<file path="config.mk">
export PLATFORM = sky130hd
export DESIGN_NAME = transmitter_fifo
export DESIGN_NICKNAME = d
export VERILOG_FILES = /design/src/rtl/transmitter_fifo.sv
export SDC_FILE = /design/constraint.sdc
export NUM_CORES = 1
export LEC_CHECK = 0
export CAP_MARGIN = 30
export CORE_MARGIN = 2
export CORE_UTILIZATION = 45
export DETAILED_ROUTE_END_ITERATION = 7
export PLACE_DENSITY_LB_ADDON = 0.05
export SKIP_CTS_REPAIR_TIMING = 1
export SYNTH_ARGS = -nofsm -noshare
export SYNTH_HDL_FRONTEND = slang
export SYNTH_SLANG_ARGS = --single-unit
</file>
<file path="constraint.sdc">
create_clock -name clk -period 6.1 [get_ports clk]
set_input_delay 1.22 -clock clk [delete_from_list [all_inputs] [get_ports clk]]
set_output_delay 1.22 -clock clk [all_outputs]
set_load 0.02 [all_outputs]
</file>
<file path="src/rtl/transmitter_fifo.sv">
// transmitter_fifo: DEPTH-entry transmit buffer between the host write port
// and the UART Transmitter Shift Register. Words leave through a registered
// data_out with a one-cycle data_load strobe, the same handshake the old
// single-entry holding register used. Also provides a level count, a
// low-water flag (thre), a sticky overflow flag and a synchronous flush.
module transmitter_fifo #(
  parameter int DATA_WIDTH = 8,
  parameter int DEPTH      = 16,
  parameter int THRESH     = 2,
  parameter int ADDR_W     = $clog2(DEPTH)
) (
  input  logic                  clk,
  input  logic                  rst_n,
  input  logic                  signal_wr_en,
  input  logic [DATA_WIDTH-1:0] data_in,
  input  logic                  tsr_ready,
  input  logic                  flush,
  input  logic                  ovf_clr,
  output logic [DATA_WIDTH-1:0] data_out,
  output logic                  data_load,
  output logic                  signal_ready,
  output logic                  fifo_empty,
  output logic [ADDR_W:0]       level,
  output logic                  thre,
  output logic                  overflow
);

  localparam int LEVEL_W = ADDR_W + 1;

  logic [DATA_WIDTH-1:0] mem [DEPTH];
  logic [ADDR_W-1:0]     wr_ptr_reg;
  logic [ADDR_W-1:0]     rd_ptr_reg;
  logic [LEVEL_W-1:0]    level_reg;
  logic [LEVEL_W-1:0]    level_next;
  logic [DATA_WIDTH-1:0] data_out_reg;
  logic                  data_load_reg;
  logic                  overflow_reg;

  logic full;
  logic empty;
  logic do_push;
  logic do_pop;
  logic push_rejected;

  // Full/empty come from the level register at cycle start, so a pop in the
  // same cycle never frees room for a push and an empty FIFO never bypasses.
  assign full          = (level_reg == LEVEL_W'(DEPTH));
  assign empty         = (level_reg == '0);
  assign do_push       = signal_wr_en && !full && !flush;
  assign do_pop        = tsr_ready && !empty && !flush;
  assign push_rejected = signal_wr_en && full && !flush;

  // Status outputs are decoded purely from the level register.
  assign signal_ready = !full;
  assign fifo_empty   = empty;
  assign level        = level_reg;
  assign thre         = (level_reg <= LEVEL_W'(THRESH));
  assign data_out     = data_out_reg;
  assign data_load    = data_load_reg;
  assign overflow     = overflow_reg;

  // Next occupancy: flush clears, a simultaneous push and pop cancel out.
  always_comb begin
    level_next = level_reg;
    if (flush) begin
      level_next = '0;
    end else if (do_push && !do_pop) begin
      level_next = level_reg + LEVEL_W'(1);
    end else if (do_pop && !do_push) begin
      level_next = level_reg - LEVEL_W'(1);
    end
  end

  // Storage array write port; contents need no reset since level guards reads.
  always_ff @(posedge clk) begin
    if (do_push) begin
      mem[wr_ptr_reg] <= data_in;
    end
  end

  // Pointers and level; pointers wrap naturally because DEPTH is a power of two.
  always_ff @(posedge clk or negedge rst_n) begin
    if (!rst_n) begin
      wr_ptr_reg <= '0;
      rd_ptr_reg <= '0;
      level_reg  <= '0;
    end else begin
      level_reg <= level_next;
      if (flush) begin
        wr_ptr_reg <= '0;
        rd_ptr_reg <= '0;
      end else begin
        if (do_push) begin
          wr_ptr_reg <= wr_ptr_reg + ADDR_W'(1);
        end
        if (do_pop) begin
          rd_ptr_reg <= rd_ptr_reg + ADDR_W'(1);
        end
      end
    end
  end

  // Registered read toward the TSR with a one-cycle load strobe per word.
  always_ff @(posedge clk or negedge rst_n) begin
    if (!rst_n) begin
      data_out_reg  <= '0;
      data_load_reg <= 1'b0;
    end else begin
      data_load_reg <= do_pop;
      if (do_pop) begin
        data_out_reg <= mem[rd_ptr_reg];
      end
    end
  end

  // Sticky overflow: a rejected push sets it and beats a same-cycle clear.
  always_ff @(posedge clk or negedge rst_n) begin
    if (!rst_n) begin
      overflow_reg <= 1'b0;
    end else if (push_rejected) begin
      overflow_reg <= 1'b1;
    end else if (ovf_clr) begin
      overflow_reg <= 1'b0;
    end
  end

endmodule
</file>
# Word-level counts from Yosys, hierarchy flattened
# Memories as Yosys holds them, arrays and structs flattened. A register that Yosys moved wholly into a read port is not among the register bits.
# Cells that the tools add are included.
[totals]
reg_bits = 15
mem_bits_rw = 128
out_inout_bits = 18
elab_cells = 42
n_memories = 1
[memory_table]
columns = ["name", "depth", "word_bits", "rd", "rd_clocked_by_memory_dff", "wr", "line_no", "source"]
rows = [
  ["mem", 16, 8, 1, 1, 1, "30", "logic [DATA_WIDTH-1:0] mem [DEPTH];"],
]
[classes]
n_addsub = 4
n_lt_le_gt_ge = 1
eq_ne = 1
n_mux = 11
n_reduce_logical = 19
[op_table]
columns = ["cell", "count"]
rows = [
  ["4-bit 2-to-1 mux", 4],
  ["5-bit 2-to-1 mux", 3],
  ["4-bit by 1-bit adder with 4-bit output (second input constant)", 2],
  ["1-bit logical AND", 8],
  ["1-bit zero test", 6],
  ["2-bit nonzero test", 3],
  ["5-bit by 1-bit adder with 5-bit output (second input constant)", 1],
  ["5-bit == test (second input constant)", 1],
  ["5-bit by 2-bit <= comparator with 1-bit output (second input constant)", 1],
  ["5-bit zero test", 1],
  ["5-bit by 1-bit subtractor with 5-bit output (second input constant)", 1],
  ["1-bit 2-to-1 mux", 4],
  ["3-bit nonzero test", 1],
]

# Logic depth before layout (Yosys ltp)
# Gate-level depths: netlist of the first run.
[logic_depth]
ltp_word = 9
ltp_mapped = 9
mapped_depth_nobuf = 9

# Worst setup path before layout of the first run
# No wires, ideal clock.
[synth_path]
path_kind = "input to register"
from = "input port flush"
to = "register level_reg[4], in the netlist level[4]"
setup_time_ns = 0.088
t_arrival_ns = 3.095
path_slack_ns = 2.917
stages = 9
cell_sequence = "clkbuf_1 > clkbuf_1 > nand3b_1 > fa_1 > a21o_1 > a21o_1 > and3_1 > o21ai_0 > nor3b_1"
[synth_via]
elab_chain_len = 6
elab_cells_between_ends = 10
classes_between = "mux (2); reduce/logical (8)"
[synth_rtl]
columns = ["element", "line_no", "source"]
rows = [
  ["start: declaration", "17", "input logic flush,"],
  ["1-bit zero test", "49, 50", ""],
  ["1-bit logical AND", "50", "assign do_pop = tsr_ready && !empty && !flush;"],
  ["1-bit zero test", "67", "end else if (do_push && !do_pop) begin"],
  ["1-bit logical AND", "67", ""],
  ["5-bit 2-to-1 mux", "67", ""],
  ["5-bit 2-to-1 mux", "65", "if (flush) begin"],
  ["end signal: assignment", "88", "level_reg <= level_next;"],
  ["end: declaration", "33", "logic [LEVEL_W-1:0] level_reg;"],
]
# Parallel ways exist; a longest one is shown, timed or not.
# A chain may end at the register's enable or synchronous reset.

# Worst setup path in the final report of the first run
[layout_path]
from = "input port signal_wr_en"
to = "register level_reg[4], in the netlist level[4]"
[layout_via]
elab_chain_len = 5
elab_cells_between_ends = 8
classes_between = "mux (2); reduce/logical (6)"
[layout_rtl]
columns = ["element", "line_no", "source"]
rows = [
  ["start: declaration", "14", "input logic signal_wr_en,"],
  ["1-bit logical AND * (2 in a row)", "49", "assign do_push = signal_wr_en && !full && !flush;"],
  ["1-bit logical AND / 1-bit zero test (equally long branches)", "67, 69", ""],
  ["5-bit 2-to-1 mux / 1-bit logical AND (equally long branches)", "67, 69", ""],
  ["5-bit 2-to-1 mux / 3-bit nonzero test (equally long branches)", "-", ""],
]
# Mark *: on every way between the ends. The rest lies on a longest branch, timed or not.

==> results.toml, run 1 <==
[synth]
synthDistinctLibCells = 35
netlist_instances = 333
yosysMostFrequentCell = "edfxtp_1"
yosys_register_bits = 151
synthTopCellsByArea = "edfxtp_1, mux4_2, dfrtp_1"
yosysSeqAreaShare_pct = 72.1
synthesis.nets = 357
syn_area_per_cell_sq_um = 18.4
yosysTopAreaCell = "edfxtp_1"
synthFlopType = "edfxtp_1"
netlist_area_sq_mm = 0.00613
yosysTopAreaCellShare_pct = 62.7
ys_warn_count = 0
synth_edf_count = 128
synth_common_cells = "edfxtp_1, mux4_2, dfrtp_1, nand2_1, nor2_1"
async_flop_share_pct = 15.2

[routing]
drt_iter0_markers = 262
ant_nets = 0
drt_pre_antenna_iters = 4
drc_errors = 0
viasPerCell = 5.39
vias = 3034
wl_per_cell_um = 21.8
routed_wl_mm = 12.2

[clock_tree]
cts_htree_levels = 4
insertion_delay_ns = 0.42
cts_root_buf = "clkbuf_16"
tritoncts = "built"
cts_buffer_depth = 2
cts.sinks = 151
cts.clk_slew.worst_paths_ns = 0.06
cts_buffers = 17

[timing]
drv_slew = 0
finalCriticalPeriod_ns = 3.71
relSlewSlack_pct = 40.4
tightest_slew_ns = 0.890
rsz0062_at_grt = "false"
setup_tns_ns = 0
fin_hold_ws_ns = 0.497
hold_violations = 0
finClkSkew_ns = 0.0146
fmax_ghz = 0.270
setup_viol = 0
min_period_over_period_pct = 60.8

[global_route]
antenna_found_initial = 0
grt_pass1_wl_mm = 19.2
grt_remaining_overflow = 0
grt_usage_pct = 18.8
grt_pass1_vias = 3237
grt_max_degree = 36

[critical_path]
cpPeakStageDelay_ns = 0.56
crit_buf_inv = 1
r2r_slack_ns = 2.82
reg2reg_to = "level[4]"
worst_setup_path_end_kind = "flip-flop"
r2r-start = "level[1]"
cp-start-kind = "input pin"
path_depth = 9
cp.arrival_ns = 3.97
critPathLaunch = "signal_wr_en"
critPathMaxFanout = 8
crit_required_ns = 6.36
path_common_cell = "a21o_1"
path_cells = "clkdlybuf4s50_1 > a21boi_1 > nand3b_1 > fa_1 > a21o_1 > a21o_1 > nor3_1 > o21ai_0 > nor3b_1"
crit_family = "compound AO/OA/AOI/OAI gates"
slowest_stage = "a21boi_1"
reg2reg_depth = 9
critPathKind = "in -> reg"
endpoint = "level[4]"

[floorplanning]
die_area_sq_mm = 0.0146
ios = 32
die_w_um = 121
rows = 42
initial_core_util_pct = 46.1
die-height_um = 121
coreArea_sq_mm = 0.0133

[run_status]
status = "completed"

[layout]
layout-drive-gt1-share_pct = 19.1
area_growth_pct = 17.7
antennaDiodeCount = 0
final_nets = 398
largest_reg_flops = 128
stdcell_count = 563

[pwr]
power_density_mw_per_mm2 = 398
p_leak_nw = 2.41
clkPwrFrac_pct = 34.5
switching_power_mw = 0.774
p_comb_share_pct = 21.7
irDropWorstVdd_mv = 0.177
p_int_mw = 2.10
power_frac_seq_pct = 43.9
switching_share_pct = 27.0

[min_path]
hold_class = "reg -> reg"
worstHoldPathCells = 2

[job]
max_cap_violations = 0

[placement]
gp_congestion = 0.781
dpl.hpwl_mm = 8.01
placed_cells = 531
io_buffers = 31
[power groups by stage]
stage	combinational [mW]	clock, mW	sequential [mW]
after floorplan	0.376	0	1.29
after global placement	0.606	0	1.30
after detailed placement	0.633	0	1.28
after CTS	0.634	1.01	1.26
after global routing	0.677	1.07	1.27
final	0.623	0.990	1.26
[cell families after synthesis]
| group | after synthesis | share of synthesized area, % |
|---|---|---|
| AO/OA/AOI/OAI | 24 | 3.06 |
| flip-flops | 151 | 72.1 |
| XOR/XNOR | 8 | 1.14 |
| adder cells (fa/ha/maj) | 10 | 2.16 |
| multiplexers | 50 | 14.7 |
| AND/OR/NAND/NOR | 69 | 5.37 |
| buffers and inverters | 21 | 1.53 |
[worst min-delay path by stage]
stage	startpoint	endpoint	slack (ns)
floorplan	rd_ptr_reg[2]	rd_ptr_reg[2]	0.54
global placement	data_out[4]	data_out[4]	0.47
detailed placement	data_out[5]	data_out[5]	0.48
CTS	data_out[5]	data_out[5]	0.49
global route	data_out[7]	data_out[7]	0.51
finish	data_out[5]	data_out[5]	0.50
[metrics by stage]
stage	area, sq um	setup slack (ns)	power (mW)	utilization [%]
after floorplan	6130	2.92	1.67	-
after global placement	6610	1.90	1.90	49.7
after detailed placement	6650	1.97	1.92	50.0
after CTS	7220	2.42	2.91	54.3
after global routing	7220	2.23	3.02	54.3
final	7220	2.39	2.87	54.3
[cell type report]
cell class	count	area, sq um
fill	1063	6080
sequential	151	4420
multi-input combinational	161	1620
clock buffer	23	499
timing repair buffer	39	373
tap	176	220
clock inverter	9	70.1
inverter	4	15.0
[per-layer routing]
layer	GRT usage [%]	up-vias	share of wire (%)	wire length, um
met4	5.89	0	0.62	76
met2	30.4	68	51	6280
met5	0	-	0	0
met3	5.28	5	5.3	651
met1	24.8	1561	43	5240
li1	-	1400	-	-
[worst min-delay path: stages, from the launching register on]
cell	delay, ns
dfrtp_1	0.35
nand2_1	0.05
o221ai_1	0.06
[cells in the final DEF (no fill, tap or decap), drive strengths merged]
cell	instances
nand2	23
nor3	6
a21boi	1
and3	2
clkinv	7
o21a	1
buf	8
edfxtp	128
o22ai	1
ha	9
o21ai	5
nand2b	8
bufinv	1
a21o	2
dfrtp	23
a2111oi	2
mux4	32
nand3	1
a21oi	4
xnor2	2
or3	1
clkbuf	23
fa	1
o221ai	8
xor2	6
mux2i	18
or4	1
nor3b	1
inv	5
clkdlybuf4s50	31
nor4	1
nand3b	1
nor2	22
nand4	2
(Power assumes the default switching activity.)
==> run 2, diff against run 1 <==
==> constraint.sdc (replaced) <==
create_clock -name clk -period 3.8 [get_ports clk]
set_input_delay 0.76 -clock clk [delete_from_list [all_inputs] [get_ports clk]]
set_output_delay 0.76 -clock clk [all_outputs]
set_load 0.02 [all_outputs]
==> run 2 against run 1 <==
  * Hold slack gained 0.019 ns
  * Global-route usage shrank 0.21 points
  * Die area is the same
  * Cell count grew 2.8%
  * Utilization grew 0.67 points
  * Design area grew 1.2%
==> results.toml, run 2 (synthesis results as in run 1) <==
[critical_path]
cp.arrival_ns = 3.57
crit_buf_inv = 0
worst_setup_path_end_kind = "flip-flop"
path_cells = "or4_4 > o21ai_0 > nand3b_1 > fa_1 > a21o_1 > a21o_1 > and3_1 > o21ai_0 > nor3b_1"
reg2reg_depth = 9
cpPeakStageDelay_ns = 0.60
crit_required_ns = 4.11
cp-start-kind = "flip-flop"
critPathMaxFanout = 7
r2r_slack_ns = 0.54
reg2reg_to = "level[4]"
crit_family = "simple AND/OR/NAND/NOR gates"
slowest_stage = "or4_4"
r2r-start = "level[1]"
critPathKind = "reg -> reg"

[floorplanning]
die-height_um = 121
ios = 32
initial_core_util_pct = 46.1
rows = 42
die_w_um = 121
coreArea_sq_mm = 0.0133
die_area_sq_mm = 0.0146

[job]
max_cap_violations = 0

[clock_tree]
insertion_delay_ns = 0.41
cts.clk_slew.worst_paths_ns = 0.06
cts_buffers = 17
cts_htree_levels = 4
cts.sinks = 151
tritoncts = "built"
cts_root_buf = "clkbuf_16"
cts_buffer_depth = 2

[timing]
relSlewSlack_pct = 61.9
rsz0062_at_grt = "false"
finalCriticalPeriod_ns = 3.26
hold_violations = 0
setup_tns_ns = 0
min_period_over_period_pct = 85.7
drv_slew = 0
tightest_slew_ns = 0.570
fmax_ghz = 0.307
setup_viol = 0
finClkSkew_ns = 0.00592

[pwr]
power_density_mw_per_mm2 = 613
irDropWorstVdd_mv = 0.353
power_mw = 4.48
p_leak_nw = 2.46

[placement]
io_buffers = 31
gp_congestion = 0.788
postPlaceCellArea_sq_mm = 0.00681
dpl.hpwl_mm = 7.93
placed_cells = 547

[global_route]
grt_pass1_vias = 3278
grt_remaining_overflow = 0
grt_usage_pct = 18.6
grt_max_degree = 20
antenna_found_initial = 0
grt_pass1_wl_mm = 19.0

[routing]
wl_per_cell_um = 21.2
vias = 3132
drc_errors = 0
viasPerCell = 5.41
ant_nets = 0
routed_wl_mm = 12.3
drt_iter0_markers = 285
drt_pre_antenna_iters = 5

[min_path]
worstHoldPathCells = 2
hold_start = "data_out[6]"
hold_class = "reg -> reg"
min_to = "data_out[6]"

[layout]
ff_latch_area_sq_mm = 0.00442
layout-drive-gt1-share_pct = 20.8
stdcell_count = 579
postLayoutCellArea_sq_mm = 0.00731
layout.cells.most_common = "edfxtp_1"
final_cell_mix = "edfxtp_1, mux4_2, clkdlybuf4s50_1"
final_core_util_pct = 55.0
final_nets = 414
antennaDiodeCount = 0
num-fill-cells = 1049
area_growth_pct = 19.1
multi_input_area_sq_mm = 0.00162
largest_reg_flops = 128

[run_status]
status = "completed"
-- run 2: cell count changes in the layout (fill, tap and decap cells not counted), sizes merged --
cell / before / now
clkinv: 7 / 9
clkbuf: 23 / 22
buf: 8 / 24
bufinv: 1 / 0
-- run 2: cell type report --
type / count / area share (%)
Clock inverter: 10 / 0.771
Multi-Input combinational cell: 161 / 22.2
Tap cell: 176 / 3.01
Clock buffer: 22 / 6.08
Timing Repair Buffer: 55 / 7.26
Inverter: 4 / 0.205
Sequential cell: 151 / 60.5
-- run 2: worst reg2reg max path, stage by stage (launching register included) --
cell and delay [ns]:
dfrtp_1 0.47, or4_4 0.60, o21ai_0 0.39, nand3b_1 0.31, fa_1 0.47, a21o_1 0.19, a21o_1 0.18, and3_1 0.18
o21ai_0 0.14, nor3b_1 0.23
-- run 2: routing by layer --
layer | GRT usage (%) | part of all wire, % | vias up | wire length [um]
li1 | - | - | 1427 | -
met1 | 23.3 | 43 | 1632 | 5310
met2 | 31.6 | 52 | 68 | 6350
met3 | 5.33 | 4.6 | 5 | 564
met4 | 5.23 | 0.59 | 0 | 73
met5 | 0 | 0 | - | 0
-- run 2: through the flow --
step           hold WS, ns  setup WS (ns)
3_3_place_gp         0.484          0.668
3_5_place_dp         0.495          0.590
5_1_grt              0.524          0.191
6_report             0.516          0.544
2_1_floorplan        0.464          0.827
4_1_cts              0.512          0.494
-- run 2: how the worst max path moves through the flow --
| stage | startpoint | to | slack [ns] | cells past startpoint |
|---|---|---|---|---|
| floorplan | level[1] | level[4] | 0.83 | 9 |
| global route | level[0] | level[4] | 0.19 | 9 |
| finish | level[1] | level[4] | 0.54 | 9 |
| detailed placement | level[1] | level[4] | 0.59 | 9 |
| CTS | level[1] | level[4] | 0.49 | 9 |
| global placement | signal_wr_en | level[4] | 0.67 | 9 |
-- run 2: where the power goes --
group | internal (mW) | leakage [nW] | total [mW] | switching [mW]
Sequential | 1.90 | 1.45 | 2.03 | 0.132
Clock | 0.824 | 0.246 | 1.44 | 0.614
Combinational | 0.507 | 0.763 | 1.01 | 0.502
Total | 3.23 | 2.46 | 4.48 | 1.25
==> run 3, diff against run 2 <==
--- a/config.mk
+++ b/config.mk
@@ -5,7 +5,7 @@
 export SDC_FILE = /design/constraint.sdc
 export NUM_CORES = 1
 export LEC_CHECK = 0
-export CAP_MARGIN = 30
+export CAP_MARGIN = 20
 export CORE_MARGIN = 2
 export CORE_UTILIZATION = 45
 export DETAILED_ROUTE_END_ITERATION = 7
==> run 3 against run 2 <==
  * Sequential power about the same
  * Clock skew rose by 0.0044 ns
  * Maximum frequency up 2.0%
  * Global-route usage about the same
  * Clock power grew 7%
  * Critical path depth unchanged
  * Utilization grew 0.32 points
  * Largest power group unchanged
==> results.toml, run 3 (synthesis results as in run 1) <==
[timing]
tightest_slew_ns = 0.568
worst_slack_ns = 0.607
min_period_over_period_pct = 84.0
rsz0062_at_grt = "false"
hold_violations = 0
setup_tns_ns = 0
relSlewSlack_pct = 62.0
finClkSkew_ns = 0.0104
setup_viol = 0
fmax_ghz = 0.313
finalCriticalPeriod_ns = 3.19
drv_slew = 0

[placement]
dpl.hpwl_mm = 7.89
dp_slack_ns = 0.577
gp_congestion = 0.788
io_buffers = 31

[floorplanning]
die_area_sq_mm = 0.0146
die-height_um = 121
ios = 32
initial_core_util_pct = 46.1
rows = 42
coreArea_sq_mm = 0.0133
die_w_um = 121

[clock_tree]
insertion_delay_ns = 0.42
cts_buffer_depth = 2
cts.clk_slew.worst_paths_ns = 0.06
tritoncts = "built"
cts.sinks = 151
cts_root_buf = "clkbuf_16"
cts_htree_levels = 4
cts_buffers = 17

[critical_path]
worst_setup_path_end_kind = "flip-flop"
cp-start-kind = "flip-flop"
cpPeakStageDelay_ns = 0.59
r2r-start = "level[1]"
critPathKind = "reg -> reg"
slowest_stage = "or4_4"
cp.arrival_ns = 3.52
crit_required_ns = 4.13
path_cells = "or4_4 > o21ai_0 > nand3b_1 > fa_1 > a21o_1 > a21o_1 > and3_1 > o21ai_0 > nor3b_1"
critPathMaxFanout = 7
critPathLaunch = "level[1]"

[layout]
layout.cells.most_common = "edfxtp_1"
final_cell_mix = "edfxtp_1, mux4_2, clkdlybuf4s50_1"
layout-drive-gt1-share_pct = 22.3
antennaDiodeCount = 0
area_growth_pct = 19.8
largest_reg_flops = 128
final_nets = 414

[routing]
routed_wl_mm = 12.2
viasPerCell = 5.37
drt_iter0_markers = 197
vias = 3111
ant_nets = 0
drc_errors = 0
wl_per_cell_um = 21.1
drt_pre_antenna_iters = 4

[min_path]
hold_class = "reg -> reg"
hold_start = "data_out[6]"

[job]
max_cap_violations = 0

[global_route]
grt_usage_pct = 18.5
grt_pass1_wl_mm = 18.8
grt_remaining_overflow = 0
grt_pass1_vias = 3240
antenna_found_initial = 0
grt_max_degree = 24

[pwr]
irDropWorstVdd_mv = 0.307
p_leak_nw = 2.49
power_density_mw_per_mm2 = 623

[run_status]
status = "completed"
## run 3: per-layer routing
metal	up-vias	GRT usage, %	share of wire [%]
met4	0	7.63	1.5
met1	1610	23.2	43
met2	62	31.3	51
met5	-	0	0
met3	10	4.15	4.0
li1	1429	-	-
## run 3: cell type report
cell class / instances / area, sq um
clock buffers: 22 / 464
clock inverters: 10 / 78.8
fillers: 1047 / 5950
inverters: 4 / 15.0
multi-input cells: 161 / 1620
flip-flops and latches: 151 / 4420
well taps: 176 / 220
repair buffers: 55 / 531
## run 3: where the power goes
| part | internal, mW | leakage [nW] | switching [mW] |
|---|---|---|---|
| registers | 1.90 | 1.45 | 0.131 |
| logic | 0.507 | 0.763 | 0.501 |
| clock network | 0.925 | 0.277 | 0.614 |
| total | 3.33 | 2.49 | 1.25 |
## run 3: final timing paths
check / end / slack, ns / cells after the start
min in group asynchronous: level[0] / 0.60 / 1
hold / removal: data_out[6] / 0.51 / 2
max in group asynchronous: rd_ptr_reg[1] / 2.77 / 2
setup reg to reg: level[4] / 0.61 / 9
hold reg to reg: data_out[6] / 0.51 / 2
setup / recovery: level[4] / 0.61 / 9
## run 3: critical path, delay by kind of cell (launching register included)
| family | cells | cell delay, ns |
|---|---|---|
| flip-flops | 1 | 0.46 |
| AO/OA/AOI/OAI | 4 | 0.91 |
| AND/OR/NAND/NOR | 4 | 1.26 |
| adder cells (fa/ha/maj) | 1 | 0.47 |
## run 3: stage by stage
step                      util [%]  total power [mW]  area, sq um  hold WS, ns  instances
after global placement        50.8              3.05         6750        0.484        545
after floorplan                  -              2.68         6130        0.464        333
after CTS                     55.1              4.63         7320        0.521        578
after detailed placement      51.0              3.09         6780        0.504        546
after global routing          55.3              4.79         7350        0.537        579
final                         55.3              4.58         7350        0.515        579
